===== src/rtl/apb_master_arb.sv =====
// apb_master_arb: round-robin arbiter sharing one APB master port among NUM_REQ
// requesters. One request in flight at a time; SETUP/ACCESS sequencing with an
// optional wait-state timeout; the response is returned to the granted requester.
module apb_master_arb #(
  parameter int unsigned APB_ADDR_WIDTH = 32,
  parameter int unsigned APB_DATA_WIDTH = 32,
  parameter int unsigned NUM_REQ        = 4,
  parameter int unsigned TIMEOUT        = 16
) (
  input  logic                                  clk,
  input  logic                                  rstn,
  input  logic [NUM_REQ-1:0]                    req_valid,
  input  logic [NUM_REQ-1:0]                    req_write,
  input  logic [NUM_REQ*APB_ADDR_WIDTH-1:0]     req_addr,
  input  logic [NUM_REQ*APB_DATA_WIDTH-1:0]     req_wdata,
  input  logic [NUM_REQ*(APB_DATA_WIDTH/8)-1:0] req_strb,
  input  logic [NUM_REQ*3-1:0]                  req_prot,
  output logic [NUM_REQ-1:0]                    req_ready,
  output logic [NUM_REQ-1:0]                    rsp_valid,
  output logic [APB_DATA_WIDTH-1:0]             rsp_rdata,
  output logic                                  rsp_error,
  output logic [APB_ADDR_WIDTH-1:0]             paddr,
  output logic                                  pwrite,
  output logic [APB_DATA_WIDTH-1:0]             pwdata,
  output logic [APB_DATA_WIDTH/8-1:0]           pstrb,
  output logic [2:0]                            pprot,
  output logic                                  psel,
  output logic                                  penable,
  input  logic [APB_DATA_WIDTH-1:0]             prdata,
  input  logic                                  pready,
  input  logic                                  pslverr
);

  localparam int unsigned AW      = APB_ADDR_WIDTH;
  localparam int unsigned DW      = APB_DATA_WIDTH;
  localparam int unsigned SW      = APB_DATA_WIDTH / 8;
  localparam int unsigned IDX_W   = $clog2(NUM_REQ);
  localparam int unsigned CNT_W   = (TIMEOUT < 2) ? 1 : $clog2(TIMEOUT);
  localparam int unsigned TO_LAST = (TIMEOUT == 0) ? 0 : TIMEOUT - 1;

  typedef enum logic [1:0] {S_IDLE, S_SETUP, S_ACCESS} state_t;

  state_t             r_state,      w_state_nxt;
  logic [IDX_W-1:0]   r_last_grant, w_last_grant_nxt;
  logic [IDX_W-1:0]   r_grant,      w_grant_nxt;
  logic [CNT_W-1:0]   r_wait_cnt,   w_wait_cnt_nxt;
  logic [AW-1:0]      r_paddr,      w_paddr_nxt;
  logic               r_pwrite,     w_pwrite_nxt;
  logic [DW-1:0]      r_pwdata,     w_pwdata_nxt;
  logic [SW-1:0]      r_pstrb,      w_pstrb_nxt;
  logic [2:0]         r_pprot,      w_pprot_nxt;
  logic               r_psel,       w_psel_nxt;
  logic               r_penable,    w_penable_nxt;
  logic [NUM_REQ-1:0] r_rsp_valid,  w_rsp_valid_nxt;
  logic [DW-1:0]      r_rsp_rdata,  w_rsp_rdata_nxt;
  logic               r_rsp_error,  w_rsp_error_nxt;

  logic               w_gnt_found;
  logic [IDX_W-1:0]   w_gnt_idx;
  logic [IDX_W-1:0]   w_cand;

  // Round-robin search starting one past the previous grant
  always_comb begin
    w_gnt_found = 1'b0;
    w_gnt_idx   = '0;
    w_cand      = '0;
    for (int k = 1; k <= int'(NUM_REQ); k++) begin
      w_cand = IDX_W'((32'(r_last_grant) + 32'(k)) % NUM_REQ);
      if (!w_gnt_found && req_valid[w_cand]) begin
        w_gnt_found = 1'b1;
        w_gnt_idx   = w_cand;
      end
    end
  end

  assign req_ready = (rstn && (r_state == S_IDLE) && w_gnt_found)
                     ? (NUM_REQ'(1) << w_gnt_idx) : '0;

  // Next-state and next-output logic for the transfer sequencer
  always_comb begin
    w_state_nxt      = r_state;
    w_last_grant_nxt = r_last_grant;
    w_grant_nxt      = r_grant;
    w_wait_cnt_nxt   = r_wait_cnt;
    w_paddr_nxt      = r_paddr;
    w_pwrite_nxt     = r_pwrite;
    w_pwdata_nxt     = r_pwdata;
    w_pstrb_nxt      = r_pstrb;
    w_pprot_nxt      = r_pprot;
    w_psel_nxt       = r_psel;
    w_penable_nxt    = r_penable;
    w_rsp_valid_nxt  = '0;
    w_rsp_rdata_nxt  = r_rsp_rdata;
    w_rsp_error_nxt  = r_rsp_error;
    case (r_state)
      S_IDLE: begin
        if (w_gnt_found) begin
          w_state_nxt      = S_SETUP;
          w_last_grant_nxt = w_gnt_idx;
          w_grant_nxt      = w_gnt_idx;
          w_wait_cnt_nxt   = '0;
          w_paddr_nxt      = req_addr[w_gnt_idx*AW +: AW];
          w_pwrite_nxt     = req_write[w_gnt_idx];
          w_pwdata_nxt     = req_wdata[w_gnt_idx*DW +: DW];
          w_pstrb_nxt      = req_write[w_gnt_idx] ? req_strb[w_gnt_idx*SW +: SW] : '0;
          w_pprot_nxt      = req_prot[w_gnt_idx*3 +: 3];
          w_psel_nxt       = 1'b1;
          w_penable_nxt    = 1'b0;
        end
      end
      S_SETUP: begin
        w_state_nxt   = S_ACCESS;
        w_penable_nxt = 1'b1;
      end
      S_ACCESS: begin
        if (pready) begin
          w_state_nxt     = S_IDLE;
          w_psel_nxt      = 1'b0;
          w_penable_nxt   = 1'b0;
          w_rsp_valid_nxt = NUM_REQ'(1) << r_grant;
          w_rsp_rdata_nxt = r_pwrite ? '0 : prdata;
          w_rsp_error_nxt = pslverr;
        end else if ((TIMEOUT != 0) && (r_wait_cnt == CNT_W'(TO_LAST))) begin
          w_state_nxt     = S_IDLE;
          w_psel_nxt      = 1'b0;
          w_penable_nxt   = 1'b0;
          w_rsp_valid_nxt = NUM_REQ'(1) << r_grant;
          w_rsp_rdata_nxt = '0;
          w_rsp_error_nxt = 1'b1;
        end else begin
          w_wait_cnt_nxt = r_wait_cnt + CNT_W'(1);
        end
      end
      default: w_state_nxt = S_IDLE;
    endcase
  end

  // State and output registers with synchronous active-low reset
  always_ff @(posedge clk) begin
    if (!rstn) begin
      r_state      <= S_IDLE;
      r_last_grant <= IDX_W'(NUM_REQ - 1);
      r_grant      <= '0;
      r_wait_cnt   <= '0;
      r_paddr      <= '0;
      r_pwrite     <= 1'b0;
      r_pwdata     <= '0;
      r_pstrb      <= '0;
      r_pprot      <= '0;
      r_psel       <= 1'b0;
      r_penable    <= 1'b0;
      r_rsp_valid  <= '0;
      r_rsp_rdata  <= '0;
      r_rsp_error  <= 1'b0;
    end else begin
      r_state      <= w_state_nxt;
      r_last_grant <= w_last_grant_nxt;
      r_grant      <= w_grant_nxt;
      r_wait_cnt   <= w_wait_cnt_nxt;
      r_paddr      <= w_paddr_nxt;
      r_pwrite     <= w_pwrite_nxt;
      r_pwdata     <= w_pwdata_nxt;
      r_pstrb      <= w_pstrb_nxt;
      r_pprot      <= w_pprot_nxt;
      r_psel       <= w_psel_nxt;
      r_penable    <= w_penable_nxt;
      r_rsp_valid  <= w_rsp_valid_nxt;
      r_rsp_rdata  <= w_rsp_rdata_nxt;
      r_rsp_error  <= w_rsp_error_nxt;
    end
  end

  assign paddr     = r_paddr;
  assign pwrite    = r_pwrite;
  assign pwdata    = r_pwdata;
  assign pstrb     = r_pstrb;
  assign pprot     = r_pprot;
  assign psel      = r_psel;
  assign penable   = r_penable;
  assign rsp_valid = r_rsp_valid;
  assign rsp_rdata = r_rsp_rdata;
  assign rsp_error = r_rsp_error;

endmodule


===== config.mk =====
export PLATFORM = sky130hd
export DESIGN_NAME = apb_master_arb
export DESIGN_NICKNAME = d
export VERILOG_FILES = /design/src/rtl/apb_master_arb.sv
export SDC_FILE = /design/constraint.sdc
export NUM_CORES = 1
export LEC_CHECK = 0
export CAP_MARGIN = 10
export CORE_AREA = 8 8 164 166
export CTS_BUF_LIST = sky130_fd_sc_hd__clkbuf_8
export DETAILED_ROUTE_END_ITERATION = 6
export DIE_AREA = 0 0 172 174
export PLACE_DENSITY_LB_ADDON = 0.08
export SETUP_SLACK_MARGIN = 0.4
export SYNTH_ARGS = -nofsm -noshare
export SYNTH_HDL_FRONTEND = slang
export SYNTH_SLANG_ARGS = --single-unit

===== constraint.sdc =====
create_clock -name clk -period 2.39 [get_ports clk]
set_clock_uncertainty 0.2 [all_clocks]
set_input_delay 0.3585 -clock clk [delete_from_list [all_inputs] [get_ports clk]]
set_output_delay 0.3585 -clock clk [all_outputs]
set_load 0.02 [all_outputs]

Word-level counts from Yosys, hierarchy flattened
Index checks and enable logic that the tools add are counted.

word-level totals
  flip-flop bits (word level) = 121
  bits in latches = 0
  bits in writable memories = 0
  ROM bits = 0
  bits of input ports = 328
  output and inout bits = 115
  word-level logic and storage cells = 98
  memories kept = 0

cells by class
  add/subtract/negate cells = 5
  multiply operators = 1
  div/mod/pow operators = 0
  order comparisons = 5
  equality and inequality tests = 7
  shift operators = 6
  mux-type cells = 41
  bitwise logic cells = 0
  reduce and logical (&&, ||, !) cells = 19

operator list
  cell                                                         count
  variable part select 128 x 8 -> 32 bit                       2
  2-to-1 mux 32 bit                                            3
  2-to-1 mux 4 bit                                             7
  variable part select 16 x 5 -> 4 bit                         1
  less-than comparator 2 x 3 -> 1 bit (second input constant)  5
  2-to-1 mux 1 bit                                             15
  2-to-1 mux 2 bit                                             7
  variable part select 12 x 5 -> 3 bit                         1
  binary-select mux 1 bit (select 2 bit)                       5
  one-hot mux 4 bit (2 select lines)                           1
  AND reduction 2 bit                                          4
  left shift 1 x 2 -> 4 bit (first input constant)             2
  != test 2 bit (second input constant)                        3
  one-hot mux 2 bit (3 select lines)                           1
  AND reduction 3 bit                                          2
  logical AND 1 bit                                            5
  adder 2 x 1 -> 2 bit (second input constant)                 2
  adder 2 bit (second input constant)                          2
  adder 4 x 1 -> 4 bit (second input constant)                 1
  == test 4 bit (second input constant)                        1
  multiplier 2 x 2 -> 4 bit (second input constant)            1
  AND reduction 4 bit                                          1
  nonzero test 2 bit                                           2
  zero test 1 bit                                              3
  other kinds (7)                                              7

Longest topological paths before layout
  word-level depth = 16
  mapped depth = 9
  gate-level depth less buffers = 6

Worst setup path before layout
OpenSTA, ideal clock, no wires.

  kind = input port to output port
  start point = input port req_valid[2]
  end point = output port req_ready[0]
  data arrival time = 1690 ps
  data required time = 1832 ps
  path slack = 141 ps
  stages = 6
  buffers on the path = 2
  cell sequence = nor2_1 > a31oi_4 > nand3b_1 > buf_4 > buf_2 > nor2_1

between the ends
  word-level cells in the longest chain between the ends = 14
  elaborated cells on any way between the ends = 25
  classes of those cells = shift (1); mux (17); reduce/logical (7)

ends and longest elaborated chain
  item                                                            RTL line  RTL
  start: declaration                                              12        input logic [NUM_REQ-1:0] req_valid,
  binary-select mux 1 bit (select 2 bit)                          69        if (!w_gnt_found && req_valid[w_cand]) begin
  2-to-1 mux 1 bit (not written as such)                          69
  2-to-1 mux 1 bit                                                69
  zero test 1 bit                                                 69
  logical AND 1 bit                                               69
  2-to-1 mux 1 bit                                                69
  zero test 1 bit                                                 69
  logical AND 1 bit                                               69
  2-to-1 mux 1 bit                                                69
  zero test 1 bit                                                 69
  logical AND 1 bit                                               69
  2-to-1 mux 2 bit or 2-to-1 mux 1 bit (tied branches)            69
  left shift 1 x 2 -> 4 bit or logical AND 1 bit (tied branches)  77, 76
  2-to-1 mux 4 bit *                                              77        ? (NUM_REQ'(1) << w_gnt_idx) : '0;
  end: declaration                                                18        output logic [NUM_REQ-1:0] req_ready,

Mark *: on every way between the ends. The rest lies on a longest branch, timed or not. The select of a mux whose other input is x is not followed.

Worst setup path in the final report
  start point = register r_last_grant[1]
  end point = output port req_ready[0]

between the ends
  word-level cells in the longest chain between the ends = 15
  elaborated cells on any way between the ends = 29
  classes of those cells = add/sub (4); shift (1); mux (17); reduce/logical (7)

ends and longest elaborated chain
  item                                                            RTL line  RTL
  start: declaration                                              44        logic [IDX_W-1:0] r_last_grant, w_last_grant_nxt;
  start signal: assignment                                        142       r_last_grant <= IDX_W'(NUM_REQ - 1);
  start signal: assignment                                        157       r_last_grant <= w_last_grant_nxt;
  adder 2 x 1 -> 2 bit                                            68        w_cand = IDX_W'((32'(r_last_grant) + 32'(k)) % NUM_REQ);
  binary-select mux 1 bit (select 2 bit)                          69
  2-to-1 mux 1 bit (not written as such)                          69
  2-to-1 mux 1 bit                                                69
  zero test 1 bit                                                 69
  logical AND 1 bit                                               69
  2-to-1 mux 1 bit                                                69
  zero test 1 bit                                                 69
  logical AND 1 bit                                               69
  2-to-1 mux 1 bit                                                69
  zero test 1 bit                                                 69
  logical AND 1 bit                                               69
  2-to-1 mux 2 bit or 2-to-1 mux 1 bit (tied branches)            69
  left shift 1 x 2 -> 4 bit or logical AND 1 bit (tied branches)  77, 76
  2-to-1 mux 4 bit *                                              77

Marks and branches as above.

==> results.md <==
* Status: finished, final reports clean
* Sequential area share after synthesis at 37.0%
* Slew Limit Fails at 0
* Largest net degree at the start of global routing at 42
* CTS tree: yes
* R2R cell count at 6
* Final hold vios at 0
* Total number of yosys warnings at 0
* GP Congestion at 0.779
* Area growth syn-to-layout at 105%
* First-pass GRT wire length at 50800 um
* Flop2flop setup slack at 0.16 ns
* Via count at 7757
* Share of cells above drive strength 1 at 17.4%
* FP Rows at 58
* Setup ws final at 0.134 ns
* Required time worst endpoint at 1.83 ns
* Netlist Area Pre-Place at 6550 um^2
* Root buf cell: clkbuf_8
* Critical Path End: req_ready[0]
* Worst skew pair latency at 0.45 ns
* Gr usage total at 22.3%
* Clock Sinks at 121
* Die H at 174 um
* Routed WL per cell at 22.5 um
* HP Class: reg2reg
* Dpl hpwl at 24800 um
* Core area at 24500 um^2
* Most used flip-flop cell after synthesis: dfxtp_1
* Worst hold slack at 0.272 ns
* Initial DRC count at 290
* Die X at 172 um
* Die ar. at 29900 um^2
* CP Capture Type: output pin
* Max clock buf depth at 2
* Final period utilization at 94.4%
* Hold Path Origin: r_grant[1]
* TritonRoute pass-1 iters at 4
* Cts bufs inserted at 17
* RSZ-0062 raised after global routing: true
* Slew @ Worst Pin at 0.456 ns
* Crit path max fanout at 6
* Yosys reg bits at 121
* FF-to-FF End: pstrb[0]
* Peak supply drop at 0.288 mV
* Post-route ant nets at 0
* Crit path from: r_last_grant[1]
* FILL cells at 2342
* Final setup viols at 0
* Worst Path Arrival at 1.70 ns
* Initial antenna violation count at 4
* Min Clock Period, post-route at 2.26 ns
* Initial Utilization at 26.7%
* Commonest non-fill, non-tap cells in the layout: clkdlybuf4s50_1 (324), dfxtp_1 (119), dlygate4sd2_1 (103)
* Clock transition at the registers of the reported paths at 0.09 ns
* Gr ovfl total at 0
* Leak pwr at 0.00572 uW
* EDFF count, synth at 0
* Max Clock Freq at 443 MHz
* Post-Route WL at 35700 um
* Via density at 4.89
* Post-Syn Instances at 743
* Hold buffer count at CTS at 0
* I/O Buffers at 442
* Setup crit start kind: register
* IO Pins at 443
* Number of remaining DRC errors at 0
* Syn_nets at 1072
* Most common cell after layout, fill and taps aside: clkdlybuf4s50_1
* Max Cap Viol at 0
* Vias in the first global route at 8206
* Nets@finish at 1568
* Slew HR at 69.6%
* Asr flop ratio synth at 0%
* Synth unique cells at 44
* RR Startpoint: r_last_grant[1]
* H-tree Lvls at 4
* Place WS at -0.687 ns
* Critical path class: reg2out
* Syn avg cell area at 8.81 um^2
* Cell Pwr Density at 586 nW/um^2
-- cells by family (layout without fill, tap and decap cells) --
kind of cell    Yosys count  count (layout)  synth area share (%)
flops                   121             121                  37.0
buf+inv                  70             579                  5.10
simple gates            216             216                  16.0
mux                      75              75                  12.2
other cells               0               4                     0
xor+xnor                  1               1                 0.134
compound gates          259             259                  29.3
fa+ha+maj                 1               1                 0.191
-- layer usage --
| metal | vias to the layer above | GRT usage (%) | wire length (um) |
|---|---|---|---|
| li1 | 3741 | - | - |
| met1 | 3672 | 25.4 | 14100 |
| met2 | 308 | 38.1 | 17900 |
| met3 | 36 | 7.55 | 3040 |
| met4 | 0 | 7.37 | 748 |
| met5 | - | 0 | 0 |
-- stage by stage --
stage	setup TNS, ns	utilization (%)	power (uW)	cells	area, um^2
finish	0	54.7	7860	1586	13400
global route	0	54.7	8250	1586	13400
CTS	0	52.4	7650	1559	12800
detailed placement	-34.12	47.5	5310	1498	11700
global placement	-31.24	47.5	5300	1498	11700
floorplan	0	-	3780	743	6630
-- cells in the mapped netlist (all sizes together), types with 17 or more instances --
cell | number | area (um^2)
o211ai | 68 | 596
o21ai | 70 | 350
mux2i | 71 | 711
nor2 | 17 | 80.1
clkbuf | 48 | 180
nand2 | 77 | 289
buf | 21 | 150
dfxtp | 121 | 2420
nand3 | 70 | 350
a22oi | 32 | 240
nor2b | 38 | 245
a21o | 69 | 518
-- state kept, by name, summed over array words and instances (netlist names) --
signal / count
r_wait_cnt: 4
psel: 1
rsp_valid: 4
penable: 1
r_grant: 2
pwrite: 1
paddr: 32
rsp_rdata: 32
r_state: 2
pstrb: 4
pwdata: 32
r_last_grant: 2
pprot: 3
rsp_error: 1
-- how the worst min path moves through the flow --
stage | to | slack, ns | depth (start not counted)
global placement | rsp_valid[1] | 0.24 | 1
floorplan | rsp_valid[1] | 0.23 | 1
detailed placement | rsp_valid[1] | 0.26 | 1
global route | rsp_valid[1] | 0.30 | 1
CTS | paddr[16] | 0.28 | 2
finish | rsp_valid[1] | 0.27 | 1
-- final cells by class --
class | instances | area, um^2 | area share (%)
diodes | 4 | 10.0 | 0.0746
clock buffers | 17 | 234 | 1.74
clock inverters | 15 | 183 | 1.36
inverters | 1 | 3.75 | 0.0280
multi-input cells | 552 | 4170 | 31.1
flip-flops and latches | 121 | 2430 | 18.1
well taps | 330 | 413 | 3.08
repair buffers | 546 | 5970 | 44.5
-- repair_timing --
action,in CTS,in global routing
pin swaps,8,11
endpoints found under the setup margin,175,89
endpoints found under the hold margin,0,0
gates cloned,11,11
gates resized for setup,222,38
buffers inserted,18,12
-- worst max-delay path: stages, from the launching register on --
cell and delay (ns):
dfxtp_4 0.41, mux2i_4 0.31, a2bb2oi_4 0.20, nand2_4 0.10
nor2_4 0.11, buf_6 0.12
-- where the power goes --
group	leakage, uW	switching [uW]	internal [uW]
Clock	0.000204	1100	889
Combinational	0.00452	1590	1880
Sequential	0.000991	134	2260
(Power assumes the default switching activity.)
